===== config.mk =====
export PLATFORM = sky130hd
export DESIGN_NAME = sys_reset_seq
export DESIGN_NICKNAME = d
export VERILOG_FILES = /design/src/rtl/sys_reset_seq.sv
export SDC_FILE = /design/constraint.sdc
export NUM_CORES = 1
export LEC_CHECK = 0
export CORE_MARGIN = 5
export CORE_UTILIZATION = 50
export CTS_CLUSTER_DIAMETER = 80
export DETAILED_ROUTE_END_ITERATION = 16
export PLACE_DENSITY = 0.68
export SKIP_CTS_REPAIR_TIMING = 1
export SLEW_MARGIN = 20
export SYNTH_ARGS = -nofsm -noshare
export SYNTH_HDL_FRONTEND = slang
export SYNTH_SLANG_ARGS = --single-unit

===== constraint.sdc =====
create_clock -name clk -period 1.9 [get_ports clk]
set_input_delay 0.19 -clock clk [delete_from_list [all_inputs] [get_ports clk]]
set_output_delay 0.19 -clock clk [all_outputs]
set_load 0.01 [all_outputs]

===== src/rtl/sys_reset_seq.sv =====
// sys_reset_seq: system reset sequencer.
// Combines the raw board reset, a debounced user button, software and CPU-trap
// requests into staged resets. The bus is released first and the CPU follows
// STAGE_GAP cycles later.
//
// Ports:
//   clk        in  system clock (PLL clk0_out)
//   resetn     in  asynchronous active-low board reset
//   btn_n      in  raw user reset button, active low, asynchronous
//   soft_rst   in  single-cycle software reset request (honoured in RUN only)
//   trap       in  CPU trap (honoured in RUN only, when TRAP_RESET = 1)
//   bus_rst    out active-high interconnect/peripheral reset
//   cpu_resetn out active-low CPU reset
//   rst_cause  out last reset cause: 0 power-on, 1 button, 2 software, 3 trap
//   rst_busy   out high while the sequence has not reached RUN
module sys_reset_seq #(
  parameter int unsigned POR_CYCLES      = 1024,
  parameter int unsigned STAGE_GAP       = 16,
  parameter int unsigned DEBOUNCE_CYCLES = 65536,
  parameter bit          TRAP_RESET      = 1'b1
) (
  input  logic       clk,
  input  logic       resetn,
  input  logic       btn_n,
  input  logic       soft_rst,
  input  logic       trap,
  output logic       bus_rst,
  output logic       cpu_resetn,
  output logic [1:0] rst_cause,
  output logic       rst_busy
);

  localparam int unsigned CntMax = (POR_CYCLES > STAGE_GAP) ? POR_CYCLES : STAGE_GAP;
  localparam int unsigned CntW   = $clog2(CntMax);
  localparam int unsigned DbW    = $clog2(DEBOUNCE_CYCLES + 1);

  localparam logic [CntW-1:0] PorLast = CntW'(POR_CYCLES - 1);
  localparam logic [CntW-1:0] GapLast = CntW'(STAGE_GAP - 1);
  localparam logic [DbW-1:0]  DbLimit = DbW'(DEBOUNCE_CYCLES);

  localparam logic [1:0] CausePor  = 2'd0;
  localparam logic [1:0] CauseBtn  = 2'd1;
  localparam logic [1:0] CauseSoft = 2'd2;
  localparam logic [1:0] CauseTrap = 2'd3;

  typedef enum logic [1:0] {StHold, StBusUp, StRun} state_e;

  // Internal reset: asserted asynchronously, released after two clean edges.
  logic [1:0] rst_sync_q;
  logic       rst_int_n;

  always_ff @(posedge clk or negedge resetn) begin
    if (!resetn) begin
      rst_sync_q <= 2'b00;
    end else begin
      rst_sync_q <= {rst_sync_q[0], 1'b1};
    end
  end

  assign rst_int_n = rst_sync_q[1];

  // Button synchronizer and debounce state
  logic [1:0]      btn_sync_q;
  logic            stable_q, stable_d;
  logic [DbW-1:0]  db_cnt_q, db_cnt_d;
  logic            press_q, press_d;

  // Sequencer state
  state_e          state_q, state_d;
  logic [CntW-1:0] cnt_q, cnt_d;
  logic [1:0]      cause_q, cause_d;
  logic            bus_rst_q, cpu_resetn_q, busy_q;

  always_comb begin
    db_cnt_d = db_cnt_q;
    stable_d = stable_q;
    if (btn_sync_q[1] == stable_q) begin
      db_cnt_d = '0;
    end else if (db_cnt_q == DbLimit) begin
      stable_d = btn_sync_q[1];
      db_cnt_d = '0;
    end else begin
      db_cnt_d = db_cnt_q + 1'b1;
    end
    // Only a press (1 -> 0) requests a reset; a release is silent.
    press_d = stable_q & ~stable_d;
  end

  always_comb begin
    state_d = state_q;
    cnt_d   = cnt_q;
    cause_d = cause_q;

    unique case (state_q)
      StHold: begin
        if (!stable_q) begin
          // Holding the button keeps the system parked at the start of HOLD.
          cnt_d = '0;
        end else if (cnt_q == PorLast) begin
          state_d = StBusUp;
          cnt_d   = '0;
        end else begin
          cnt_d = cnt_q + 1'b1;
        end
      end
      StBusUp: begin
        if (cnt_q == GapLast) begin
          state_d = StRun;
          cnt_d   = '0;
        end else begin
          cnt_d = cnt_q + 1'b1;
        end
      end
      StRun: begin
        cnt_d = '0;
      end
      default: begin
        state_d = StHold;
        cnt_d   = '0;
      end
    endcase

    // Triggers override the sequence; priority button > software > trap.
    if (press_q) begin
      state_d = StHold;
      cnt_d   = '0;
      cause_d = CauseBtn;
    end else if (soft_rst && (state_q == StRun)) begin
      state_d = StHold;
      cnt_d   = '0;
      cause_d = CauseSoft;
    end else if (TRAP_RESET && trap && (state_q == StRun)) begin
      state_d = StHold;
      cnt_d   = '0;
      cause_d = CauseTrap;
    end
  end

  // Button synchronizer runs from the raw reset so it is settled at release.
  always_ff @(posedge clk or negedge resetn) begin
    if (!resetn) begin
      btn_sync_q <= 2'b11;
    end else begin
      btn_sync_q <= {btn_sync_q[0], btn_n};
    end
  end

  always_ff @(posedge clk or negedge resetn) begin
    if (!resetn) begin
      stable_q     <= 1'b1;
      db_cnt_q     <= '0;
      press_q      <= 1'b0;
      state_q      <= StHold;
      cnt_q        <= '0;
      cause_q      <= CausePor;
      bus_rst_q    <= 1'b1;
      cpu_resetn_q <= 1'b0;
      busy_q       <= 1'b1;
    end else if (!rst_int_n) begin
      stable_q     <= 1'b1;
      db_cnt_q     <= '0;
      press_q      <= 1'b0;
      state_q      <= StHold;
      cnt_q        <= '0;
      cause_q      <= CausePor;
      bus_rst_q    <= 1'b1;
      cpu_resetn_q <= 1'b0;
      busy_q       <= 1'b1;
    end else begin
      stable_q     <= stable_d;
      db_cnt_q     <= db_cnt_d;
      press_q      <= press_d;
      state_q      <= state_d;
      cnt_q        <= cnt_d;
      cause_q      <= cause_d;
      // Outputs decoded from next state so they are registered and glitch-free.
      bus_rst_q    <= (state_d == StHold);
      cpu_resetn_q <= (state_d == StRun);
      busy_q       <= (state_d != StRun);
    end
  end

  assign bus_rst    = bus_rst_q;
  assign cpu_resetn = cpu_resetn_q;
  assign rst_cause  = cause_q;
  assign rst_busy   = busy_q;

endmodule

==> metrics.txt, run 1 <==
hold_ws=0.2700 ns; WP data arrival=1.93 ns; synthesized area per cell=10.85 sq um; Final setup viols=0; worst path required time=2.10 ns; final instance area=2198 sq um; # DRC=0; Tot GR Track Use=14.71%; filler cell count=325; io pins=10; Setup crit start kind=flop; total negative slack=0 ns; outcome=complete, no violations; vias per cell=5.337; Distinct cells, synth=36; R2R setup slack=0.17 ns; # rows=22; clk_lat worst skew=0.29 ns; largest net degree at the start of global routing=32; Synth area leaders=dfrtp_1 45%, dfstp_2 6.8%, xnor2_1 6.8%; area grow syn2layout=13.80%; Cell Chain, Critical Path=inv_1 -> ha_1 -> nor4b_2 -> nand4_1 -> nand3_2 -> a21oi_1; number of synthesized flops with an enable pin=0; antenna cell count=0; gp weighted congestion=0.7688; overall power=1.684 mW; Final Cycle Share=90.97%; fmax=578.6 MHz; CTS buffer count=5; register area share after synthesis=52.14%; Pre-antenna DRT Iters=4; power per cell area=766.0 nW/um^2; DP HPWL=2391 um; Die Height=72.16 um; Slowest cell on crit path=dfrtp_1; Yosys top cell by area=dfrtp_1; initial antenna violation count=0; Final Hold Viols=0; ys flop type=dfrtp_1; Die X=72.16 um; DRT antenna net count=0; top-count cell post-synth=dfrtp_1; FF-to-FF End=db_cnt_q[16]; max cap viols=0; Worst Setup End Kind=flop; Die ar.=5207 sq um; CP max stage delay=0.47 ns; synthesized cell area=1932 sq um; CTS Sinks=40; crit-path max FO=17; Total Nets Final=202; clk root buf=clkbuf_8; yosys warns=0; vias in the first global route=1316; Worst R2R Start=db_cnt_q[0]; CTS HTree Levels=2; minimum clock period=1.728 ns; critical setup path kind=reg -> reg; Port Buffers=9; routed wire length=3265 um; global route overflow=0; top-area cell type share of the netlist area=45.34%; CTS Buffer Depth=2; core region area=3716 sq um; wire length per cell=13.44 um; placed cell area=2062 sq um; Initial Util=51.99%; fraction of registers with async set/reset=100.0%; Worst-path clk slew=0.08 ns; syn nets=186; Post-Syn Instances=178; RSZ-0062 raised after global routing=false; global-route wire length before repair=6037 um; list of most frequent post-synthesis cells=35 x dfrtp_1, 29 x nor2_1, 15 x xnor2_1, 11 x inv_1, 9 x nand3_1; hold crit path type=in -> async; via count=1297; R2R depth=6; Synth Register Bits=40; share of post-route cells with drive strength above 1=15.38%; worst clock skew=0.006152 ns; Max IR drop VDD=484.3 uV; Slew Viols, Final=0; Iter 0 DRT Violations=46; CTS tree=yes; P_leak=0.9663 nW
stage by stage:
stage	worst slack, ns	instances	utilization (%)
after floorplan	0.4664	178	-
after global placement	0.2139	234	55.49
after detailed placement	0.1944	234	55.49
after CTS	0.1534	242	58.89
after global routing	0.01723	243	59.16
final	0.1715	243	59.16
cells in the final DEF, fill, tap and decap left out, types with 6 or more instances in the layout:
cell type	synthesis	layout
clkbuf_8	0	7
xor2_1	8	8
nor3_1	6	6
nand2_1	8	8
nor2_1	29	29
dfrtp_1	35	35
clkdlybuf4s50_1	0	8
xnor2_1	15	15
nand3_1	9	9
inv_1	11	11
critical path: cells and delay by family (launching register included):
kind | cells | cell delay (ns)
AND/OR/NAND/NOR | 3 | 0.66
flip-flops | 1 | 0.47
AO/OA/AOI/OAI | 1 | 0.25
adder cells (fa/ha/maj) | 1 | 0.19
buffers and inverters | 1 | 0.08
final cells by class:
class	count	area [sq um]	share of cell area, %
multi-input cells	125	860.8	39.16
clock inverters	1	30.03	1.366
inverters	11	41.29	1.878
clock buffers	7	96.34	4.382
well taps	48	60.06	2.732
flip-flops and latches	40	1007	45.82
repair buffers	11	102.6	4.667
metal layers:
layer,share of wire [%],track usage (%),vias to the layer above
met3,5.1,4.432,7
li1,-,-,645
met1,48,19.13,621
met5,0,0,-
met4,1.6,5.010,0
met2,45,23.36,24
worst max path at each step:
stage                           start      endpoint  slack (ns)  depth (start not counted)
after floorplan           db_cnt_q[0]  db_cnt_q[10]        0.47                          7
after global placement    db_cnt_q[0]  db_cnt_q[16]        0.21                          6
after detailed placement  db_cnt_q[0]   db_cnt_q[8]        0.19                          6
after CTS                 db_cnt_q[0]  db_cnt_q[16]        0.15                          6
after global routing      db_cnt_q[0]  db_cnt_q[16]        0.02                          6
final                     db_cnt_q[0]  db_cnt_q[16]        0.17                          6
power breakdown:
| group | total (mW) | switching (mW) | internal, mW | leakage [nW] |
|---|---|---|---|---|
| registers | 0.876 | 0.0115 | 0.864 | 0.533 |
| logic | 0.0583 | 0.0370 | 0.0213 | 0.368 |
| clock network | 0.750 | 0.287 | 0.463 | 0.0645 |
cells by family after synthesis:
| family | synth area share [%] |
|---|---|
| AOI/OAI and AO/OA | 3.756 |
| other | 0.1941 |
| DFF | 52.14 |
| buffers and inverters | 3.303 |
| adders and majority gates | 1.943 |
| and+or+nand+nor | 27.72 |
| muxes | 0.5182 |
| xor gates and xnor gates | 10.43 |
flip-flops by register name, summed over array words and instances, names as in the netlist:
name and count:
db_cnt_q 17, stable_q 1, cpu_resetn 1, btn_sync_q 2, rst_cause 2, rst_sync_q 2, press_q 1, bus_rst 1
cnt_q 10, rst_busy 1, state_q 2
No activity file was read; power rests on OpenSTA's default activity.
==> inputs of run 2 (changes only) <==
--- a/config.mk
+++ b/config.mk
@@ -5,11 +5,14 @@
 export SDC_FILE = /design/constraint.sdc
 export NUM_CORES = 1
 export LEC_CHECK = 0
+export CELL_PAD_IN_SITES_DETAIL_PLACEMENT = 0
+export CELL_PAD_IN_SITES_GLOBAL_PLACEMENT = 2
 export CORE_MARGIN = 5
-export CORE_UTILIZATION = 50
+export CORE_UTILIZATION = 39
 export CTS_CLUSTER_DIAMETER = 80
 export DETAILED_ROUTE_END_ITERATION = 16
-export PLACE_DENSITY = 0.68
+export GPL_ROUTABILITY_DRIVEN = 0
+export PLACE_DENSITY_LB_ADDON = 0.1
 export SKIP_CTS_REPAIR_TIMING = 1
 export SLEW_MARGIN = 20
 export SYNTH_ARGS = -nofsm -noshare
==> run 2 against run 1 <==
Against the previous run: fmax increased by 6.1%; largest power group unchanged; die area increased by 24%; utilization is 13 points lower; combinational power up 3%; global-route usage is 2.1 points lower; critical path depth is 1 lower; sequential share of layout area fell by 0.26 points; critical endpoint is now cnt_q[7]; sequential power hardly changed; via count rose by 1.9%; power down 3.9%; sequential cell count stayed put; largest cell class unchanged.
==> metrics.txt, run 2 (synthesized netlist as in run 1, its figures left out) <==
met2 wire len=1780 um; hold crit path type=in -> reg; initial antenna violation count=0; met1 wire length=1591 um; # DRC=0; critical setup path kind=reg -> reg; CTS Buffer Depth=2; Worst-Margin Slew=0.5006 ns; worst clock skew=0.007835 ns; global route overflow=0; # rows=25; crit-path max FO=8; wire length on met3=90 um; commonest non-fill, non-tap cells in the layout=35 x dfrtp_1, 29 x nor2_1, 15 x xnor2_1; max FFs per register=17; critical path buffer and inverter count=0; Slew Viols, Final=0; wire length per cell=13.46 um; vias in the first global route=1319; Die Height=80.38 um; Pre-antenna DRT Iters=4; max_slew headroom=66.63%; worst path required time=2.06 ns; Max IR drop VDD=280.8 uV; area grow syn2layout=14.44%; P_leak=0.9577 nW; Final Cycle Share=85.75%; RSZ-0062 raised after global routing=false; Largest regs=db_cnt_q x17, cnt_q x10; Setup crit start kind=flop; Die X=80.38 um; CTS buffer count=5; Worst Setup End Kind=flop; CP max stage delay=0.40 ns; DRT antenna net count=0; global-route wire length before repair=6141 um; share of post-route cells with drive strength above 1=14.87%; CP top delay family=simple AND/OR/NAND/NOR gates; clk root buf=clkbuf_8; Cell Chain, Critical Path=ha_1 -> and4_1 -> nand3_1 -> o211ai_2 -> nor2_1; vias per cell=5.046; Worst-path clk slew=0.08 ns; Reg area=1007 sq um; Port Buffers=9; Tot GR Track Use=12.57%; Iter 0 DRT Violations=42; core region area=4755 sq um; outcome=complete, no violations; DR top layer=met4; CTS HTree Levels=2; DP HPWL=2494 um; Layout Cells excl Fill=262; filler cell count=449; total negative slack=0 ns; Top reg by flops=db_cnt_q; Slowest cell on crit path=o211ai_2; Total Nets Final=202; commonest non-fill, non-tap cell in the layout=dfrtp_1; io pins=10; max cap viols=0; routed wire length=3526 um; CTS Sinks=40; Die ar.=6461 sq um; WP data arrival=1.79 ns; Initial Util=40.63%; clk_lat worst skew=0.29 ns; dpl cells=253; via count=1322; CTS tree=yes; antenna cell count=0; Final Hold Viols=0; Final setup viols=0; minimum clock period=1.629 ns; power per cell area=731.9 nW/um^2; fmax=613.8 MHz; area of the multi-input gates=868.3 sq um; largest net degree at the start of global routing=41
## run 2: layer usage
layer  vias to the layer above  track usage (%)
li1                        643                -
met1                       652            15.19
met2                        18            20.70
met3                         9            2.915
met4                         0            6.588
met5                         -                0
## run 2: worst reg2reg max path: cells and delay by family (launching register included)
| kind | cells | cell delay, ns |
|---|---|---|
| flops | 1 | 0.39 |
| compound gates | 1 | 0.40 |
| simple gates | 3 | 0.50 |
| fa+ha+maj | 1 | 0.21 |
## run 2: report_power, final
part / total, mW / leakage (nW) / internal (mW) / switching [mW]
Clock: 0.682 / 0.0552 / 0.390 / 0.292
Combinational: 0.0600 / 0.369 / 0.0217 / 0.0382
Sequential: 0.876 / 0.533 / 0.864 / 0.0120
Total: 1.62 / 0.958 / 1.28 / 0.342
## run 2: area by class of cell
class / instances / area share [%]
sequential: 40 / 45.56
multi-input combinational: 125 / 39.28
timing repair buffer: 11 / 4.641
tap: 67 / 3.792
clock buffer: 6 / 3.282
inverter: 11 / 1.868
clock inverter: 2 / 1.585
## run 2: path summary, 6_finish.rpt
path | from | endpoint | slack (ns) | cells past startpoint
setup / recovery | cnt_q[0] | cnt_q[7] | 0.27 | 5
hold / removal | btn_n | btn_sync_q[0] | 0.30 | 1
setup reg to reg | cnt_q[0] | cnt_q[7] | 0.27 | 5
hold reg to reg | rst_sync_q[0] | rst_sync_q[1] | 0.35 | 0
max in group asynchronous | resetn | btn_sync_q[0] | 1.05 | 3
min in group asynchronous | resetn | cnt_q[3] | 0.48 | 3
## run 2: through the flow
| step | area (sq um) | hold WS, ns | util [%] | power (mW) | worst slack [ns] |
|---|---|---|---|---|---|
| 2_1_floorplan | 1932 | -0.1056 | - | 0.9181 | 0.4664 |
| 3_3_place_gp | 2086 | 0.2722 | 43.87 | 0.9503 | 0.1896 |
| 3_5_place_dp | 2086 | 0.2861 | 43.87 | 0.9525 | 0.1582 |
| 4_1_cts | 2193 | -0.04198 | 46.13 | 1.650 | 0.1507 |
| 5_1_grt | 2211 | 0.2897 | 46.50 | 1.689 | 0.08471 |
| 6_report | 2211 | 0.3012 | 46.50 | 1.618 | 0.2708 |
==> inputs of run 3 (changes only) <==
--- a/config.mk
+++ b/config.mk
@@ -7,14 +7,15 @@
 export LEC_CHECK = 0
 export CELL_PAD_IN_SITES_DETAIL_PLACEMENT = 0
 export CELL_PAD_IN_SITES_GLOBAL_PLACEMENT = 2
-export CORE_MARGIN = 5
+export CORE_ASPECT_RATIO = 0.8
+export CORE_MARGIN = 2
 export CORE_UTILIZATION = 39
 export CTS_CLUSTER_DIAMETER = 80
 export DETAILED_ROUTE_END_ITERATION = 16
 export GPL_ROUTABILITY_DRIVEN = 0
 export PLACE_DENSITY_LB_ADDON = 0.1
 export SKIP_CTS_REPAIR_TIMING = 1
-export SLEW_MARGIN = 20
+export SLEW_MARGIN = 25
 export SYNTH_ARGS = -nofsm -noshare
 export SYNTH_HDL_FRONTEND = slang
 export SYNTH_SLANG_ARGS = --single-unit
==> run 3 against run 2 <==
Against the previous run: sequential power is essentially flat; clock power shrank 17%; count of clock-buffer cells in the layout is the same; cell count shrank 2.7%; critical path type unchanged.
==> metrics.txt, run 3 (synthesized netlist as in run 1, its figures left out) <==
critical setup path kind=reg -> reg; Cell Chain, Critical Path=ha_1 -> nand4_2 -> nor2_1 -> a31o_2 -> a21oi_1; CTS buffer count=5; Final setup viols=0; antenna cell count=0; Port Buffers=9; R2R setup slack=0.28 ns; Combinational Power Share=4.1%; worst path required time=2.06 ns; global route overflow=0; hold_ws=0.3397 ns; DR top layer=met4; Internal=1.176 mW; fmax=615.5 MHz; largest net degree at the start of global routing=41; sequential power share=58.3%; placed cell area=2077 sq um; Slowest cell on crit path=dfrtp_1; Pre-antenna DRT Iters=4; met2 wire len=1466 um; # rows=22; wire length per cell=13.76 um; Worst-Margin Slew=0.5143 ns; Initial Util=41.28%; hold crit path type=in -> reg; global-route wire length before repair=6341 um; commonest non-fill, non-tap cell in the layout=dfrtp_1; total negative slack=0 ns; Final Hold Viols=0; DP HPWL=2505 um; Largest regs=db_cnt_q x17, cnt_q x10; WP data arrival=1.78 ns; Sw Share=21.84%; share of post-route cells with drive strength above 1=15.38%; Die X=82.69 um; Slew Viols, Final=0; clk root buf=clkbuf_8; outcome=complete, no violations; Psw=0.3286 mW; Die ar.=5536 sq um; wire length on met3=190 um; CTS Sinks=40; Iter 0 DRT Violations=62; via count=1323; area grow syn2layout=13.21%; crit-path max FO=6; Worst Setup End Kind=flop; Top reg by flops=db_cnt_q; Die Height=66.95 um; max_slew headroom=65.71%; vias per cell=5.188; Layout Cells excl Fill=255; power per cell area=687.9 nW/um^2; commonest non-fill, non-tap cells in the layout=35 x dfrtp_1, 29 x nor2_1, 15 x xnor2_1; DRT antenna net count=0; max cap viols=0; clk_lat worst skew=0.28 ns; core region area=4679 sq um; RSZ-0062 raised after global routing=false; filler cell count=446; Worst-path clk slew=0.07 ns; io pins=10; area of the multi-input gates=868.3 sq um; CTS HTree Levels=2; CTS tree=yes; initial antenna violation count=0; minimum clock period=1.625 ns; P_leak=0.9535 nW; max FFs per register=17; final instance area=2187 sq um; dpl cells=246; clock power share=37.6%; critical path buffer and inverter count=0; Setup crit start kind=flop; Max IR drop VDD=437.9 uV; Total Nets Final=202; Tot GR Track Use=15.35%; # DRC=0; CP max stage delay=0.45 ns; CP top delay family=simple AND/OR/NAND/NOR gates; CTS Buffer Depth=2; routed wire length=3510 um; worst clock skew=0.005088 ns; met1 wire length=1810 um; Reg area=1007 sq um; Final Cycle Share=85.51%; vias in the first global route=1343
[run 3: cell types whose count changed in the layout (fill, tap and decap cells not counted)]
cell	previous run	this run
bufinv_16	1	0
clkbuf_1	1	0
clkbuf_8	5	6
clkinv_2	1	2
[run 3: power groups by stage]
| stage | registers (mW) | clock network (mW) | logic, mW |
|---|---|---|---|
| 2_1_floorplan | 0.889 | 0 | 0.0288 |
| 3_3_place_gp | 0.891 | 0 | 0.0597 |
| 3_5_place_dp | 0.892 | 0 | 0.0613 |
| 4_1_cts | 0.876 | 0.596 | 0.0618 |
| 5_1_grt | 0.879 | 0.644 | 0.0715 |
| 6_report | 0.877 | 0.566 | 0.0619 |
[run 3: cell type report]
| type | count | share of cell area, % |
|---|---|---|
| flip-flops and latches | 40 | 46.05 |
| multi-input cells | 125 | 39.70 |
| repair buffers | 11 | 4.691 |
| clock buffers | 6 | 3.776 |
| well taps | 60 | 3.432 |
| inverters | 11 | 1.888 |
| clock inverters | 2 | 0.4577 |
[run 3: through the flow]
stage | total power [mW] | util (%) | setup WS (ns)
finish | 1.505 | 46.74 | 0.2754
global route | 1.594 | 46.74 | 0.1184
CTS | 1.534 | 46.36 | 0.1548
detailed placement | 0.9536 | 44.39 | 0.2096
global placement | 0.9508 | 44.39 | 0.2531
floorplan | 0.9181 | - | 0.4664
[run 3: final timing paths]
path | start | end | cells after the start
worst max-delay path | db_cnt_q[0] | db_cnt_q[16] | 5
worst min-delay path | btn_n | btn_sync_q[0] | 1
worst max register to register | db_cnt_q[0] | db_cnt_q[16] | 5
worst min register to register | btn_sync_q[0] | btn_sync_q[1] | 0
max in group asynchronous | resetn | btn_sync_q[0] | 3
min in group asynchronous | resetn | state_q[0] | 3
[run 3: routing by layer]
metal	vias to the layer above	GRT usage, %
li1	639	-
met1	644	21.43
met5	-	0
met2	35	23.08
met3	5	4.065
met4	0	4.918
